File: src/rtl/ann_layer_engine.sv
`default_nettype none
// +----------------------------------------------------------------------------+
// | Module   : ann_layer_engine                                                |
// | Purpose  : Two-weighted-layer MLP engine (L0 -> L1 -> L2) on a single      |
// |            serial MAC, with streamed biases/weights and serial outputs.    |
// | Revision : 1.0                                                             |
// +----------------------------------------------------------------------------+
module ann_layer_engine #(
    parameter int DATA_W  = 8,
    parameter int COEF_W  = 8,
    parameter int ACC_W   = 24,
    parameter int L0_SIZE = 16,
    parameter int L1_SIZE = 4,
    parameter int L2_SIZE = 1,
    parameter int SHIFT   = 0
) (
    input  logic                              clk,
    input  logic                              rst,
    input  logic                              start,
    input  logic                              act_wr_en,
    input  logic [$clog2(L0_SIZE)-1:0]        act_wr_addr,
    input  logic signed [DATA_W-1:0]          act_wr_data,
    output logic                              coef_req,
    input  logic                              coef_valid,
    input  logic signed [COEF_W-1:0]          coef_data,
    output logic                              busy,
    output logic                              out_valid,
    output logic [$clog2(L2_SIZE):0]          out_index,
    output logic signed [DATA_W-1:0]          out_data,
    output logic                              done_processing
);

    localparam int c_PROD_W  = DATA_W + COEF_W;
    localparam int c_MAX_IN  = (L0_SIZE > L1_SIZE) ? L0_SIZE : L1_SIZE;
    localparam int c_MAX_ND  = (L1_SIZE > L2_SIZE) ? L1_SIZE : L2_SIZE;
    localparam int c_IN_W    = (c_MAX_IN > 1) ? $clog2(c_MAX_IN) : 1;
    localparam int c_NODE_W  = (c_MAX_ND > 1) ? $clog2(c_MAX_ND) : 1;
    localparam int c_L0_AW   = $clog2(L0_SIZE);
    localparam int c_L1_AW   = (L1_SIZE > 1) ? $clog2(L1_SIZE) : 1;
    localparam int c_OI_W    = $clog2(L2_SIZE) + 1;

    localparam logic signed [ACC_W-1:0]  c_ACC_MIN = {1'b1, {(ACC_W-1){1'b0}}};
    localparam logic signed [ACC_W-1:0]  c_ACC_MAX = {1'b0, {(ACC_W-1){1'b1}}};
    localparam logic signed [DATA_W-1:0] c_OUT_MIN = {1'b1, {(DATA_W-1){1'b0}}};
    localparam logic signed [DATA_W-1:0] c_OUT_MAX = {1'b0, {(DATA_W-1){1'b1}}};

    localparam logic [2:0] c_ST_IDLE  = 3'd0;
    localparam logic [2:0] c_ST_BIAS  = 3'd1;
    localparam logic [2:0] c_ST_MAC   = 3'd2;
    localparam logic [2:0] c_ST_WRITE = 3'd3;
    localparam logic [2:0] c_ST_DONE  = 3'd4;

    logic [2:0]                r_state;
    logic                      r_layer2;
    logic [c_NODE_W-1:0]       r_node;
    logic [c_IN_W-1:0]         r_input;
    logic signed [ACC_W-1:0]   r_acc;
    logic                      r_coef_req;
    logic                      r_busy;
    logic                      r_out_valid;
    logic [c_OI_W-1:0]         r_out_index;
    logic signed [DATA_W-1:0]  r_out_data;
    logic                      r_done;

    logic signed [DATA_W-1:0]  r_l0_buf [L0_SIZE];
    logic signed [DATA_W-1:0]  r_l1_buf [L1_SIZE];

    logic                          w_consume;
    logic                          w_last_input;
    logic                          w_last_node;
    logic signed [DATA_W-1:0]      w_act;
    logic signed [c_PROD_W-1:0]    w_prod;
    logic signed [ACC_W:0]         w_sum;
    logic signed [ACC_W-1:0]       w_mac;
    logic signed [ACC_W-1:0]       w_shr;
    logic signed [ACC_W-1:0]       w_relu;
    logic [ACC_W-DATA_W:0]         w_hi;
    logic                          w_fits;
    logic signed [DATA_W-1:0]      w_node_val;

    assign w_consume    = r_coef_req && coef_valid;
    assign w_last_input = r_layer2 ? (r_input == c_IN_W'(L1_SIZE - 1))
                                   : (r_input == c_IN_W'(L0_SIZE - 1));
    assign w_last_node  = r_layer2 ? (r_node == c_NODE_W'(L2_SIZE - 1))
                                   : (r_node == c_NODE_W'(L1_SIZE - 1));

    assign w_act  = r_layer2 ? r_l1_buf[r_input[c_L1_AW-1:0]]
                             : r_l0_buf[r_input[c_L0_AW-1:0]];
    assign w_prod = c_PROD_W'(w_act) * c_PROD_W'(coef_data);
    assign w_sum  = (ACC_W+1)'(r_acc) + (ACC_W+1)'(w_prod);
    assign w_mac  = (w_sum[ACC_W] != w_sum[ACC_W-1])
                    ? (w_sum[ACC_W] ? c_ACC_MIN : c_ACC_MAX)
                    : w_sum[ACC_W-1:0];

    // Node activation is taken from the final accumulate so results can be registered in WRITE.
    assign w_shr      = w_mac >>> SHIFT;
    assign w_relu     = (!r_layer2 && w_shr[ACC_W-1]) ? '0 : w_shr;
    assign w_hi       = w_relu[ACC_W-1:DATA_W-1];
    assign w_fits     = (&w_hi) | ~(|w_hi);
    assign w_node_val = w_fits ? w_relu[DATA_W-1:0]
                               : (w_relu[ACC_W-1] ? c_OUT_MIN : c_OUT_MAX);

    always_ff @(posedge clk) begin
        if (!rst && r_state == c_ST_IDLE && act_wr_en) begin
            r_l0_buf[act_wr_addr] <= act_wr_data;
        end
        if (!rst && r_state == c_ST_MAC && w_consume && w_last_input && !r_layer2) begin
            r_l1_buf[r_node[c_L1_AW-1:0]] <= w_node_val;
        end
    end

    always_ff @(posedge clk) begin
        if (rst) begin
            r_state     <= c_ST_IDLE;
            r_layer2    <= 1'b0;
            r_node      <= '0;
            r_input     <= '0;
            r_acc       <= '0;
            r_coef_req  <= 1'b0;
            r_busy      <= 1'b0;
            r_out_valid <= 1'b0;
            r_out_index <= '0;
            r_out_data  <= '0;
            r_done      <= 1'b0;
        end else begin
            r_out_valid <= 1'b0;
            r_done      <= 1'b0;
            case (r_state)
                c_ST_IDLE: begin
                    if (start) begin
                        r_state    <= c_ST_BIAS;
                        r_layer2   <= 1'b0;
                        r_node     <= '0;
                        r_input    <= '0;
                        r_busy     <= 1'b1;
                        r_coef_req <= 1'b1;
                    end
                end
                c_ST_BIAS: begin
                    if (w_consume) begin
                        r_acc   <= ACC_W'(coef_data);
                        r_state <= c_ST_MAC;
                    end
                end
                c_ST_MAC: begin
                    if (w_consume) begin
                        r_acc <= w_mac;
                        if (w_last_input) begin
                            r_state    <= c_ST_WRITE;
                            r_coef_req <= 1'b0;
                            if (r_layer2) begin
                                r_out_valid <= 1'b1;
                                r_out_index <= c_OI_W'(r_node);
                                r_out_data  <= w_node_val;
                            end
                        end else begin
                            r_input <= r_input + 1'b1;
                        end
                    end
                end
                c_ST_WRITE: begin
                    r_input <= '0;
                    if (w_last_node && r_layer2) begin
                        r_state <= c_ST_DONE;
                        r_done  <= 1'b1;
                    end else begin
                        r_state    <= c_ST_BIAS;
                        r_coef_req <= 1'b1;
                        if (w_last_node) begin
                            r_layer2 <= 1'b1;
                            r_node   <= '0;
                        end else begin
                            r_node <= r_node + 1'b1;
                        end
                    end
                end
                c_ST_DONE: begin
                    r_state <= c_ST_IDLE;
                    r_busy  <= 1'b0;
                end
                default: begin
                    r_state <= c_ST_IDLE;
                end
            endcase
        end
    end

    assign coef_req        = r_coef_req;
    assign busy            = r_busy;
    assign out_valid       = r_out_valid;
    assign out_index       = r_out_index;
    assign out_data        = r_out_data;
    assign done_processing = r_done;

endmodule
`default_nettype wire

File: config.mk
export PLATFORM = sky130hd
export DESIGN_NAME = ann_layer_engine
export DESIGN_NICKNAME = d
export VERILOG_FILES = /design/src/rtl/ann_layer_engine.sv
export SDC_FILE = /design/constraint.sdc
export NUM_CORES = 1
export LEC_CHECK = 0
export ABC_AREA = 0
export BUFFER_PORTS_ARGS = -buffer_cell sky130_fd_sc_hd__buf_2
export CORE_MARGIN = 1
export CORE_UTILIZATION = 38
export CTS_BUF_LIST = sky130_fd_sc_hd__clkbuf_4
export DETAILED_ROUTE_END_ITERATION = 8
export PLACE_DENSITY = 0.56
export SLEW_MARGIN = 20
export SYNTH_ARGS = -nofsm -noshare
export SYNTH_HDL_FRONTEND = slang
export SYNTH_SLANG_ARGS = --single-unit
File: constraint.sdc
create_clock -name clk -period 15.73 [get_ports clk]
set_input_delay 1.573 -clock clk [delete_from_list [all_inputs] [get_ports clk]]
set_output_delay 1.573 -clock clk [all_outputs]
set_load 0.005 [all_outputs]
==> metrics.log, run 1 <==
[metrics] main area contributors after synthesis: sky130_fd_sc_hd__edfxtp_1 (35%), sky130_fd_sc_hd__fa_1 (16%), sky130_fd_sc_hd__mux4_2 (8.0%), sky130_fd_sc_hd__dfxtp_1 (7.5%), sky130_fd_sc_hd__ha_1 (5.6%)
[metrics] total of endpoints with negative setup slack in the final report: 0
[metrics] worst setup slack after layout: about 6600 ps
[metrics] flop2flop setup slack: 6630 ps
[metrics] final critical path time including I/O delays and setup: around 9100 ps
[metrics] final wirelength: 32.36 mm
[metrics] root cell of the clock tree: sky130_fd_sc_hd__clkbuf_4
[metrics] Lkg Pwr: between 5 and 6 nW
[metrics] largest family of logic cells by synthesized area: adder cells
[metrics] type of element capturing the critical path: flip-flop
[metrics] area share of xor/xnor cells in the synthesized design: under 10%
[metrics] fraction of the cycle the final worst path needs: between 50 and 60%
[metrics] Yosys warning count: 0
[metrics] die extent in x: around 190 µm
[metrics] Area growth syn-to-layout: 9.719%
[metrics] CTS-repair resized insts: 0
[metrics] pin count of the biggest net entering global routing: between 40 and 50
[metrics] worst reg-to-reg path cell count: 24
[metrics] vias in the first global route: roughly 9,000
[metrics] antenna violations before repair: 1
[metrics] count of input and output buffers: 37
[metrics] total global-route track usage: a little under a fifth
[metrics] Syn Area/Cell: 12.46 µm²
[metrics] mux contribution to synthesized area: 8.814%
[metrics] CTS tree: built
[metrics] Final TNS setup: 0 ps
[metrics] fraction of final layout cells with drive strength greater than 1: 18.63%
[metrics] post-synthesis instance total: 1,088
[metrics] Max Buffers Root-to-Sink: 3
[metrics] buffer count from post-CTS setup fixing: 0
[metrics] chip height: roughly 190 µm
[metrics] detailed-route DRC error count: 0
[metrics] arrival time at the worst endpoint: ~9500 ps
[metrics] Max transition margin: a little over a quarter
[metrics] Netlist cell types: slightly above 80
[metrics] Place WS: 6579 ps
[metrics] Row Count: 68
[metrics] routed wire length per instance: 19.69 µm
[metrics] IR Drop Worst-Case VDD: slightly below 0.0001 V
[metrics] top flip-flop cell by instance count after synthesis: sky130_fd_sc_hd__edfxtp_1
[metrics] htree depth: 2
[metrics] core area: 34,800 µm²
[metrics] netlist area before placement: between 10,000 and 15,000 µm²
[metrics] 1st-pass router iterations: 5
[metrics] initial detailed-routing violation count: 759
[metrics] Nets: ~1,300
[metrics] cell with the most instances after synthesis: sky130_fd_sc_hd__edfxtp_1
[metrics] top fanout value on the critical path: 40
[metrics] dominant cell type by area after synthesis: sky130_fd_sc_hd__edfxtp_1
[metrics] Crit Path Class: reg -> reg
[metrics] endpoint of the most critical register-to-register path: r_l1_buf[2][6]
[metrics] number of buffers created by CTS: 55
[metrics] global-route wire length before repair: 51.87 mm
[metrics] Die ar.: ~36,000 µm²
[metrics] adder and majority cell fraction of the synthesized area: 22.43%
[metrics] final antenna-violating net count: 0
[metrics] total congestion overflow: 0
[metrics] Worst Hold Margin: ~490 ps
[metrics] portion of synthesized cell area occupied by the leading cell type: a little over a third
[metrics] count of final hold-check violations: 0
[metrics] unrepaired setup endpoints after global routing: false
[metrics] number of top-level pins: 38
[metrics] total nets after synthesis: around 1,300
[metrics] Non-Filler Instances: 1,643
[metrics] clk sink count: ~210
[metrics] register bit count reported by yosys: 211
[metrics] Vias: between 8,000 and 9,000
[metrics] compound-cell area share of the yosys netlist: a little under a tenth
[metrics] CP Cell Sequence: buf_4 > mux4_2 > mux4_2 > mux2i_1 > nor2b_1 > inv_1 > fa_1 > fa_1 > inv_1 > fa_1 > inv_1 > fa_1 > inv_1 > ha_1 > ha_1 > a21oi_1 > a2bb2oi_1 > o2111a_1 > a22oi_2 > xor2_2 > buf_4 > and3_1 > a21oi_1 > o21ai_0
[metrics] clock slew at the register clock pins of the worst setup and hold paths: around 70 ps
[metrics] Power Density: around 160 nW/µm²
[metrics] status: finished, final reports clean
[metrics] end of the critical path: r_l1_buf[2][6]
[metrics] Initial Utilization: approximately two fifths
[metrics] top post-synthesis cells by count: sky130_fd_sc_hd__edfxtp_1 (160), sky130_fd_sc_hd__inv_1 (112), sky130_fd_sc_hd__fa_1 (108)
[metrics] cts-stage hold buffer count: 0
[metrics] final setup skew: roughly 80 ps
[metrics] number of placed instances with taps included: about 1,500
[metrics] required time of the critical path: roughly 16,000 ps
[metrics] sum of net half-perimeters after detailed placement: between 20 and 25 mm
[metrics] clk_lat worst skew: between 700 and 800 ps
[metrics] # Max-Cap Violations: 0
[metrics] global placer's final weighted congestion: 0.8528
[metrics] HP Class: reg -> reg
[metrics] final slew viol count: 0
[metrics] actual slew at the worst max-slew pin: between 1000 and 1500 ps
[metrics] maximum clock rate: between 100 and 150 MHz
[metrics] crit-path max cell delay: between 700 and 800 ps
[metrics] number of synthesized flops with an enable pin: 160
[metrics] fraction of the yosys area taken by sequential cells: between 40 and 50%
[metrics] fraction of registers with async set or reset after synthesis: 0%
[metrics] master of the slowest instance on the critical path: sky130_fd_sc_hd__fa_1
[metrics] startpoint types: flip-flop
[metrics] simple-gate share of the synthesized area: 10.38%
[metrics] vias per cell: about 5.3
==> sequential cells by signal, indices dropped and copies added, names as in the netlist, 2 cells and up, named ones only <==
signal	cells
r_input	4
r_node	2
r_acc	24
r_l0_buf	128
out_data	8
r_l1_buf	32
r_state	3
==> stage by stage <==
step	util [%]	area (µm²)	total power, mW
finish	42.74	14870	2.346
global route	42.74	14870	2.528
CTS	42.73	14870	2.360
detailed placement	40.72	14170	1.880
global placement	40.72	14170	1.878
floorplan	-	13560	1.619
==> cell type report <==
| class | instances | area, µm² |
|---|---|---|
| Fill cell | 3293 | 19920 |
| Clock buffer | 82 | 615.6 |
| Antenna cell | 2 | 5.005 |
| Multi-Input combinational cell | 716 | 7078 |
| Clock inverter | 16 | 82.58 |
| Sequential cell | 211 | 5828 |
| Tap cell | 455 | 569.3 |
| Timing Repair Buffer | 49 | 275.3 |
| Inverter | 112 | 420.4 |
==> worst max-delay path, delay by kind of cell, from the launching register on <==
family,cells,cell delay (ps)
multiplexers,3,1810
buffers and inverters,6,1420
AND/OR/NAND/NOR,2,680
AO/OA/AOI/OAI,6,1510
XOR/XNOR,1,160
flip-flops,1,310
adder cells (fa/ha/maj),6,2930
==> worst min path at each step <==
stage | start | to | slack (ps) | depth (start not counted)
global route | busy | busy | 490 | 2
detailed placement | busy | busy | 470 | 2
CTS | busy | busy | 490 | 2
floorplan | out_index | out_index | 450 | 2
global placement | busy | busy | 470 | 2
finish | busy | busy | 490 | 2
==> layer usage <==
metal | track usage (%) | wire length, µm
met1 | 26.26 | 15170
met2 | 30.14 | 15280
met3 | 3.092 | 1409
met4 | 5.015 | 507
met5 | 0 | 0
==> kinds of logic after synthesis <==
logic type                 after synthesis
and+or+nand+nor                        272
DFF                                    211
adders and majority gates              180
AOI/OAI and AO/OA                      183
buffers and inverters                  161
muxes                                   59
xor gates and xnor gates                22
==> layout by cell type, fill, tap and decap left out, types with 7 or more instances in the layout <==
| cell type | count |
|---|---|
| sky130_fd_sc_hd__a31oi_1 | 10 |
| sky130_fd_sc_hd__and2_1 | 19 |
| sky130_fd_sc_hd__xor2_1 | 10 |
| sky130_fd_sc_hd__edfxtp_1 | 160 |
| sky130_fd_sc_hd__nor2_1 | 69 |
| sky130_fd_sc_hd__clkinv_1 | 13 |
| sky130_fd_sc_hd__mux2i_1 | 8 |
| sky130_fd_sc_hd__inv_1 | 112 |
| sky130_fd_sc_hd__nor3_1 | 14 |
| sky130_fd_sc_hd__clkbuf_4 | 82 |
| sky130_fd_sc_hd__nand4_1 | 12 |
| sky130_fd_sc_hd__nand2b_1 | 21 |
| sky130_fd_sc_hd__nor2b_1 | 35 |
| sky130_fd_sc_hd__xnor2_1 | 11 |
| sky130_fd_sc_hd__dfxtp_1 | 49 |
| sky130_fd_sc_hd__nand2_1 | 56 |
| sky130_fd_sc_hd__maj3_1 | 7 |
| sky130_fd_sc_hd__o21ai_0 | 40 |
| sky130_fd_sc_hd__buf_2 | 37 |
| sky130_fd_sc_hd__buf_4 | 12 |
| sky130_fd_sc_hd__fa_1 | 108 |
| sky130_fd_sc_hd__a21oi_1 | 49 |
| sky130_fd_sc_hd__a21o_1 | 11 |
| sky130_fd_sc_hd__nand3_1 | 13 |
| sky130_fd_sc_hd__o22ai_1 | 7 |
| sky130_fd_sc_hd__mux4_2 | 48 |
| sky130_fd_sc_hd__ha_1 | 61 |
==> where the power goes <==
| group | total, mW | switching (mW) | internal [mW] |
|---|---|---|---|
| clock network | 0.468 | 0.228 | 0.240 |
| logic | 1.22 | 0.782 | 0.442 |
| registers | 0.654 | 0.00446 | 0.650 |
No activity file was read; power rests on OpenSTA's default activity.
==> run 2, diff against run 1 <==
==> constraint.sdc (replaced) <==
create_clock -name clk -period 8.65 [get_ports clk]
set_input_delay 0.865 -clock clk [delete_from_list [all_inputs] [get_ports clk]]
set_output_delay 0.865 -clock clk [all_outputs]
set_load 0.005 [all_outputs]
==> metrics.log, run 2 (synthesis results as in run 1) <==
[metrics] Vias: 8,862 (+1.4%)
[metrics] Lkg Pwr: 5.895 nW (+1.3%)
[metrics] unrepaired setup endpoints after global routing: false
[metrics] Initial Utilization: 38.96% (unchanged)
[metrics] core area: 34,800 µm² (unchanged)
[metrics] 1st-pass router iterations: 5 (unchanged)
[metrics] final antenna-violating net count: 0 (unchanged)
[metrics] die extent in x: 190.9 µm (unchanged)
[metrics] clk sink count: 211 (unchanged)
[metrics] final setup skew: 69.97 ps (-10.35 ps)
[metrics] sum of net half-perimeters after detailed placement: 24.89 mm (+4.4%)
[metrics] commonest cells after routing, fill and taps aside: sky130_fd_sc_hd__edfxtp_1 (160), sky130_fd_sc_hd__inv_1 (112), sky130_fd_sc_hd__fa_1 (108), sky130_fd_sc_hd__clkbuf_4 (83), sky130_fd_sc_hd__nor2_1 (68)
[metrics] flip-flop count of the largest register, all copies and words added: 128 (unchanged)
[metrics] final wirelength: 33.76 mm (+4.3%)
[metrics] Crit Path Class: reg -> reg
[metrics] crit-path max cell delay: 690 ps (-30 ps)
[metrics] required time of the critical path: 9260 ps (-6900 ps)
[metrics] Power Density: 290.0 nW/µm² (+84%)
[metrics] cts-stage hold buffer count: 0 (unchanged)
[metrics] total global-route track usage: 19.39% (+0.62 points)
[metrics] startpoint types: flip-flop
[metrics] number of top-level pins: 38 (unchanged)
[metrics] flop2flop setup slack: 420 ps (-6210 ps)
[metrics] total of endpoints with negative setup slack in the final report: 0 (unchanged)
[metrics] Max transition margin: 19.87% (-6.4 points)
[metrics] utilization after layout: 43.13% (+0.39 points)
[metrics] htree depth: 2 (unchanged)
[metrics] CP Cell Sequence: buf_12 > mux4_2 > mux4_2 > mux2i_1 > buf_4 > nor2b_1 > fa_1 > inv_1 > fa_1 > inv_1 > fa_1 > fa_1 > fa_1 > ha_1 > a21o_1 > a21oi_2 > a211o_1 > a211oi_1 > or4_4 > and3_1 > a21oi_1 > buf_4 > o311a_1 > nor3_1
[metrics] HP Class: reg -> reg
[metrics] Place WS: 250.3 ps (-6329 ps)
[metrics] Area growth syn-to-layout: 10.72%
[metrics] antenna violations before repair: 1 (unchanged)
[metrics] most frequent standard cell in the layout excluding fill and tap cells: sky130_fd_sc_hd__edfxtp_1
[metrics] cell area after layout: 15,010 µm² (+0.91%)
[metrics] detailed-route DRC error count: 0 (unchanged)
[metrics] placed standard-cell area: 14,320 µm² (+1.0%)
[metrics] routed wire length per instance: 20.43 µm (+3.8%)
[metrics] root cell of the clock tree: sky130_fd_sc_hd__clkbuf_4
[metrics] global placer's final weighted congestion: 0.8639 (+1.3%)
[metrics] master of the slowest instance on the critical path: sky130_fd_sc_hd__dfxtp_2
[metrics] Row Count: 68 (unchanged)
[metrics] final slew viol count: 0 (unchanged)
[metrics] fraction of final layout cells with drive strength greater than 1: 20.32% (+1.7 points)
[metrics] # Max-Cap Violations: 0 (unchanged)
[metrics] Max Buffers Root-to-Sink: 3 (unchanged)
[metrics] count of final hold-check violations: 0 (unchanged)
[metrics] maximum clock rate: 121.5 MHz (+11%)
[metrics] vias in the first global route: 9,394 (+2.5%)
[metrics] Min-Delay Startpoint: r_acc[5]
[metrics] Non-Filler Instances: 1,652 (+0.55%)
[metrics] Nets: 1,353 (+1.0%)
[metrics] type of element capturing the critical path: flip-flop
[metrics] fraction of the cycle the final worst path needs: 95.11% (+37 points)
[metrics] chip height: 190.9 µm (unchanged)
[metrics] count of input and output buffers: 37 (unchanged)
[metrics] vias per cell: 5.364 (+0.86%)
[metrics] global-route wire length before repair: 53.27 mm (+2.7%)
[metrics] Worst Hold Margin: 498.0 ps (+11.78 ps)
[metrics] Multi-input gate area: 7107 µm² (+0.41%)
[metrics] sequential cell area in the final layout: 5828 µm² (unchanged)
[metrics] worst setup slack after layout: 422.8 ps (-6206 ps)
[metrics] clk_lat worst skew: 700 ps (-40 ps)
[metrics] total congestion overflow: 0 (unchanged)
[metrics] Die ar.: 36,440 µm² (unchanged)
[metrics] cell with the most instances on the worst path: sky130_fd_sc_hd__fa_1
[metrics] final critical path time including I/O delays and setup: 8227 ps (-873.7 ps)
[metrics] final-layout fill cell count: 3,222 (-2.2%)
[metrics] clock slew at the register clock pins of the worst setup and hold paths: 60 ps (about the same)
[metrics] CTS tree: built
[metrics] Final TNS setup: 0 ps (unchanged)
[metrics] IR Drop Worst-Case VDD: 0.0002071 V (+110%)
[metrics] register ranked first by flip-flop count: r_l0_buf
[metrics] arrival time at the worst endpoint: 8840 ps (-690 ps)
[metrics] number of buffers created by CTS: 54 (-1.8%)
[metrics] status: finished, final reports clean
[metrics] top fanout value on the critical path: 26 (-35%)
[metrics] number of placed instances with taps included: 1,558 (+0.97%)
[metrics] actual slew at the worst max-slew pin: 1198 ps (+122.7 ps)
[metrics] initial detailed-routing violation count: 705 (-7.1%)
[metrics] pin count of the biggest net entering global routing: 37 (-9.8%)
[metrics] sum of internal, switching and leakage power: 4.353 mW (+86%)
[run 2: changes by cell type in the layout (fill, tap and decap cells not counted), sizes merged]
cell      before  now
buf           49   64
clkinv        14    8
clkbuf        82   83
clkinvlp       0    1
diode          2    1
inv          114  113
[run 2: metal layers]
layer | part of all wire, % | GRT usage, %
met1 | 46 | 26.84
met2 | 47 | 31.38
met3 | 4.3 | 3.000
met4 | 2.3 | 5.600
met5 | 0 | 0
[run 2: repair_timing]
item                       CTS  global route
buffers inserted             0             0
setup endpoints to repair    0             4
resized for setup            0             1
[run 2: final cells by class]
cell class              instances  area share [%]
multi-input cells             716           47.35
flip-flops and latches        211           38.83
clock buffers                  83           4.151
well taps                     455           3.793
inverters                     112           2.801
repair buffers                 64           2.668
clock inverters                10          0.3918
diodes                          1         0.01667
[run 2: power breakdown]
part	switching (mW)	internal (mW)
Sequential	0.00840	1.18
Clock	0.405	0.436
Combinational	1.44	0.880
Total	1.86	2.50
[run 2: worst paths after layout]
| check | to | depth (start not counted) |
|---|---|---|
| hold / removal | r_acc[5] | 2 |
| setup reg to reg | r_acc[6] | 24 |
| setup / recovery | r_acc[6] | 24 |
| hold reg to reg | r_acc[5] | 2 |
[run 2: worst max-delay path: cells and delay by family, from the launching register on]
kind	cells	cell delay, ps
buf+inv	5	790
compound gates	6	1650
flops	1	690
simple gates	4	900
mux	3	1220
fa+ha+maj	6	2900
==> run 3, diff against run 2 <==
--- a/config.mk
+++ b/config.mk
@@ -6,12 +6,12 @@
 export NUM_CORES = 1
 export LEC_CHECK = 0
 export ABC_AREA = 0
-export BUFFER_PORTS_ARGS = -buffer_cell sky130_fd_sc_hd__buf_2
 export CORE_MARGIN = 1
 export CORE_UTILIZATION = 38
 export CTS_BUF_LIST = sky130_fd_sc_hd__clkbuf_4
 export DETAILED_ROUTE_END_ITERATION = 8
-export PLACE_DENSITY = 0.56
+export DONT_BUFFER_PORTS = 1
+export PLACE_DENSITY = 0.55
 export SLEW_MARGIN = 20
 export SYNTH_ARGS = -nofsm -noshare
 export SYNTH_HDL_FRONTEND = slang
==> metrics.log, run 3 (synthesis results as in run 1) <==
[metrics] status: finished, final reports clean
[metrics] total global-route track usage: 19.24% (-0.15 points)
[metrics] count of input and output buffers: 0 (-100%)
[metrics] global placer's final weighted congestion: 0.8035 (-7.0%)
[metrics] number of top-level pins: 38 (unchanged)
[metrics] final critical path time including I/O delays and setup: 8312 ps (+85.12 ps)
[metrics] type of element capturing the critical path: flip-flop
[metrics] vias in the first global route: 9,255 (-1.5%)
[metrics] antenna violations before repair: 1 (unchanged)
[metrics] routed wire length per instance: 20.40 µm (-0.18%)
[metrics] detailed-route DRC error count: 0 (unchanged)
[metrics] root cell of the clock tree: sky130_fd_sc_hd__clkbuf_4
[metrics] vias per cell: 5.294 (-1.3%)
[metrics] core area: 34,800 µm² (unchanged)
[metrics] clk_lat worst skew: 720 ps (+20 ps)
[metrics] count of final hold-check violations: 0 (unchanged)
[metrics] flip-flop count of the largest register, all copies and words added: 128 (unchanged)
[metrics] required time of the critical path: 9190 ps (-70 ps)
[metrics] cts-stage hold buffer count: 0 (unchanged)
[metrics] sum of internal, switching and leakage power: 4.357 mW (about the same)
[metrics] top fanout value on the critical path: 26 (unchanged)
[metrics] Crit Path Class: reg -> reg
[metrics] actual slew at the worst max-slew pin: 1079 ps (-118.2 ps)
[metrics] most frequent standard cell in the layout excluding fill and tap cells: sky130_fd_sc_hd__edfxtp_1
[metrics] portion of total power attributed to sequential cells: 27.3% (about the same)
[metrics] fraction of the cycle the final worst path needs: 96.10% (+0.98 points)
[metrics] utilization after layout: 42.64% (-0.49 points)
[metrics] final wirelength: 33.02 mm (-2.2%)
[metrics] CP Cell Sequence: buf_12 > mux4_2 > mux4_2 > mux2i_1 > buf_4 > nand2b_1 > fa_1 > fa_1 > inv_1 > fa_1 > fa_1 > ha_1 > ha_1 > a211oi_2 > nor2_1 > or4_4 > o21a_4 > xor2_1 > nand4_1 > nor4_4 > buf_4 > o22ai_1 > nand2_1
[metrics] fraction of power spent switching nets: 43.42% (+0.80 points)
[metrics] # Max-Cap Violations: 0 (unchanged)
[metrics] placed standard-cell area: 14,110 µm² (-1.5%)
[metrics] Die ar.: 36,440 µm² (unchanged)
[metrics] Worst Hold Margin: 236.4 ps (-261.6 ps)
[metrics] Final TNS setup: 0 ps (unchanged)
[metrics] number of placed instances with taps included: 1,516 (-2.7%)
[metrics] maximum clock rate: 120.3 MHz (-1.0%)
[metrics] 1st-pass router iterations: 5 (unchanged)
[metrics] final antenna-violating net count: 0 (unchanged)
[metrics] Power Density: 293.6 nW/µm² (+1.2%)
[metrics] Place WS: 214.3 ps (-35.94 ps)
[metrics] die extent in x: 190.9 µm (unchanged)
[metrics] sum of net half-perimeters after detailed placement: 24.44 mm (-1.8%)
[metrics] Initial Utilization: 38.96% (unchanged)
[metrics] final setup skew: 50.36 ps (-19.61 ps)
[metrics] Vias: 8,571 (-3.3%)
[metrics] number of buffers created by CTS: 55 (+1.9%)
[metrics] cell area after layout: 14,840 µm² (-1.1%)
[metrics] CTS tree: built
[metrics] clock slew at the register clock pins of the worst setup and hold paths: 70 ps (about the same)
[metrics] pin count of the biggest net entering global routing: 37 (unchanged)
[metrics] cell with the most instances on the worst path: sky130_fd_sc_hd__fa_1
[metrics] global-route wire length before repair: 52.96 mm (-0.58%)
[metrics] Area growth syn-to-layout: 9.460%
[metrics] initial detailed-routing violation count: 511 (-28%)
[metrics] buffer count from post-CTS setup fixing: 0 (unchanged)
[metrics] master of the slowest instance on the critical path: sky130_fd_sc_hd__fa_1
[metrics] startpoint types: flip-flop
[metrics] total congestion overflow: 0 (unchanged)
[metrics] crit-path max cell delay: 720 ps (+30 ps)
[metrics] worst setup slack after layout: 337.7 ps (-85.12 ps)
[metrics] fraction of final layout cells with drive strength greater than 1: 17.83% (-2.5 points)
[metrics] net switching power figure: 1.892 mW (+2.0%)
[metrics] Max transition margin: 27.72% (+7.8 points)
[metrics] Non-Filler Instances: 1,619 (-2.0%)
[metrics] htree depth: 2 (unchanged)
[metrics] Lkg Pwr: 5.729 nW (-2.8%)
[metrics] Row Count: 68 (unchanged)
[metrics] Nets: 1,312 (-3.0%)
[metrics] Gate power share: 52.8% (-0.6 points)
[metrics] Int Pwr: 2.465 mW (-1.3%)
[metrics] Clock power frac: 19.9% (+0.6 points)
[metrics] Max Buffers Root-to-Sink: 3 (unchanged)
[metrics] commonest cells after routing, fill and taps aside: sky130_fd_sc_hd__edfxtp_1 (160), sky130_fd_sc_hd__inv_1 (112), sky130_fd_sc_hd__fa_1 (108), sky130_fd_sc_hd__clkbuf_4 (82), sky130_fd_sc_hd__nor2_1 (69)
[metrics] unrepaired setup endpoints after global routing: false
[metrics] HP Class: in -> reg
[metrics] final slew viol count: 0 (unchanged)
[metrics] total of endpoints with negative setup slack in the final report: 0 (unchanged)
[metrics] register ranked first by flip-flop count: r_l0_buf
[metrics] arrival time at the worst endpoint: 8850 ps (about the same)
[metrics] IR Drop Worst-Case VDD: 0.0001968 V (-5.0%)
[metrics] chip height: 190.9 µm (unchanged)
[metrics] Min-Delay Startpoint: act_wr_data[3]
[metrics] clk sink count: 211 (unchanged)
## run 3: cell count changes in the layout (fill, tap and decap cells not counted), moves of 2 or more
cell	previous run	this run
sky130_fd_sc_hd__buf_4	26	20
sky130_fd_sc_hd__diode_2	1	3
sky130_fd_sc_hd__clkinv_2	0	4
sky130_fd_sc_hd__buf_2	37	0
sky130_fd_sc_hd__clkinv_1	7	11
## run 3: timing repair
item	in CTS	in global routing
gates resized for setup	0	7
hold endpoints to repair	0	0
endpoints found under the setup margin	0	41
## run 3: routing by layer
metal / vias to the layer above / wire (µm) / track usage [%]
met1: 4340 / 15610 / 27.06
met2: 205 / 15290 / 30.49
met4: 0 / 535 / 4.892
li1: 3979 / - / -
met5: - / 0 / 0
met3: 47 / 1589 / 3.589
## run 3: worst paths after layout
check / depth (start not counted) / slack, ps / end
setup / recovery: 23 / 340 / r_l1_buf[0][3]
setup reg to reg: 23 / 340 / r_l1_buf[0][3]
hold reg to reg: 2 / 510 / r_acc[5]
hold / removal: 0 / 240 / r_l0_buf[10][3]
## run 3: power by group through the flow
stage               registers, mW  clock network [mW]  logic [mW]
floorplan                    1.21                   0        1.74
global placement             1.21                   0        2.24
detailed placement           1.21                   0        2.25
CTS                          1.19               0.892        2.27
global route                 1.19               0.946        2.56
finish                       1.19               0.867        2.30
## run 3: area by class of cell
| type | count | area, µm² |
|---|---|---|
| multi-input combinational | 716 | 7111 |
| clock inverter | 18 | 95.09 |
| sequential | 211 | 5831 |
| inverter | 112 | 420.4 |
| timing repair buffer | 22 | 190.2 |
| antenna | 3 | 7.507 |
| tap | 455 | 569.3 |
| fill | 3297 | 19960 |
| clock buffer | 82 | 615.6 |
## run 3: critical path: cells and delay by family, from the launching register on
family / cells / cell delay (ps)
buf+inv: 4 / 960
fa+ha+maj: 6 / 2970
mux: 3 / 1280
flops: 1 / 450
xor+xnor: 1 / 290
simple gates: 6 / 1490
compound gates: 3 / 670
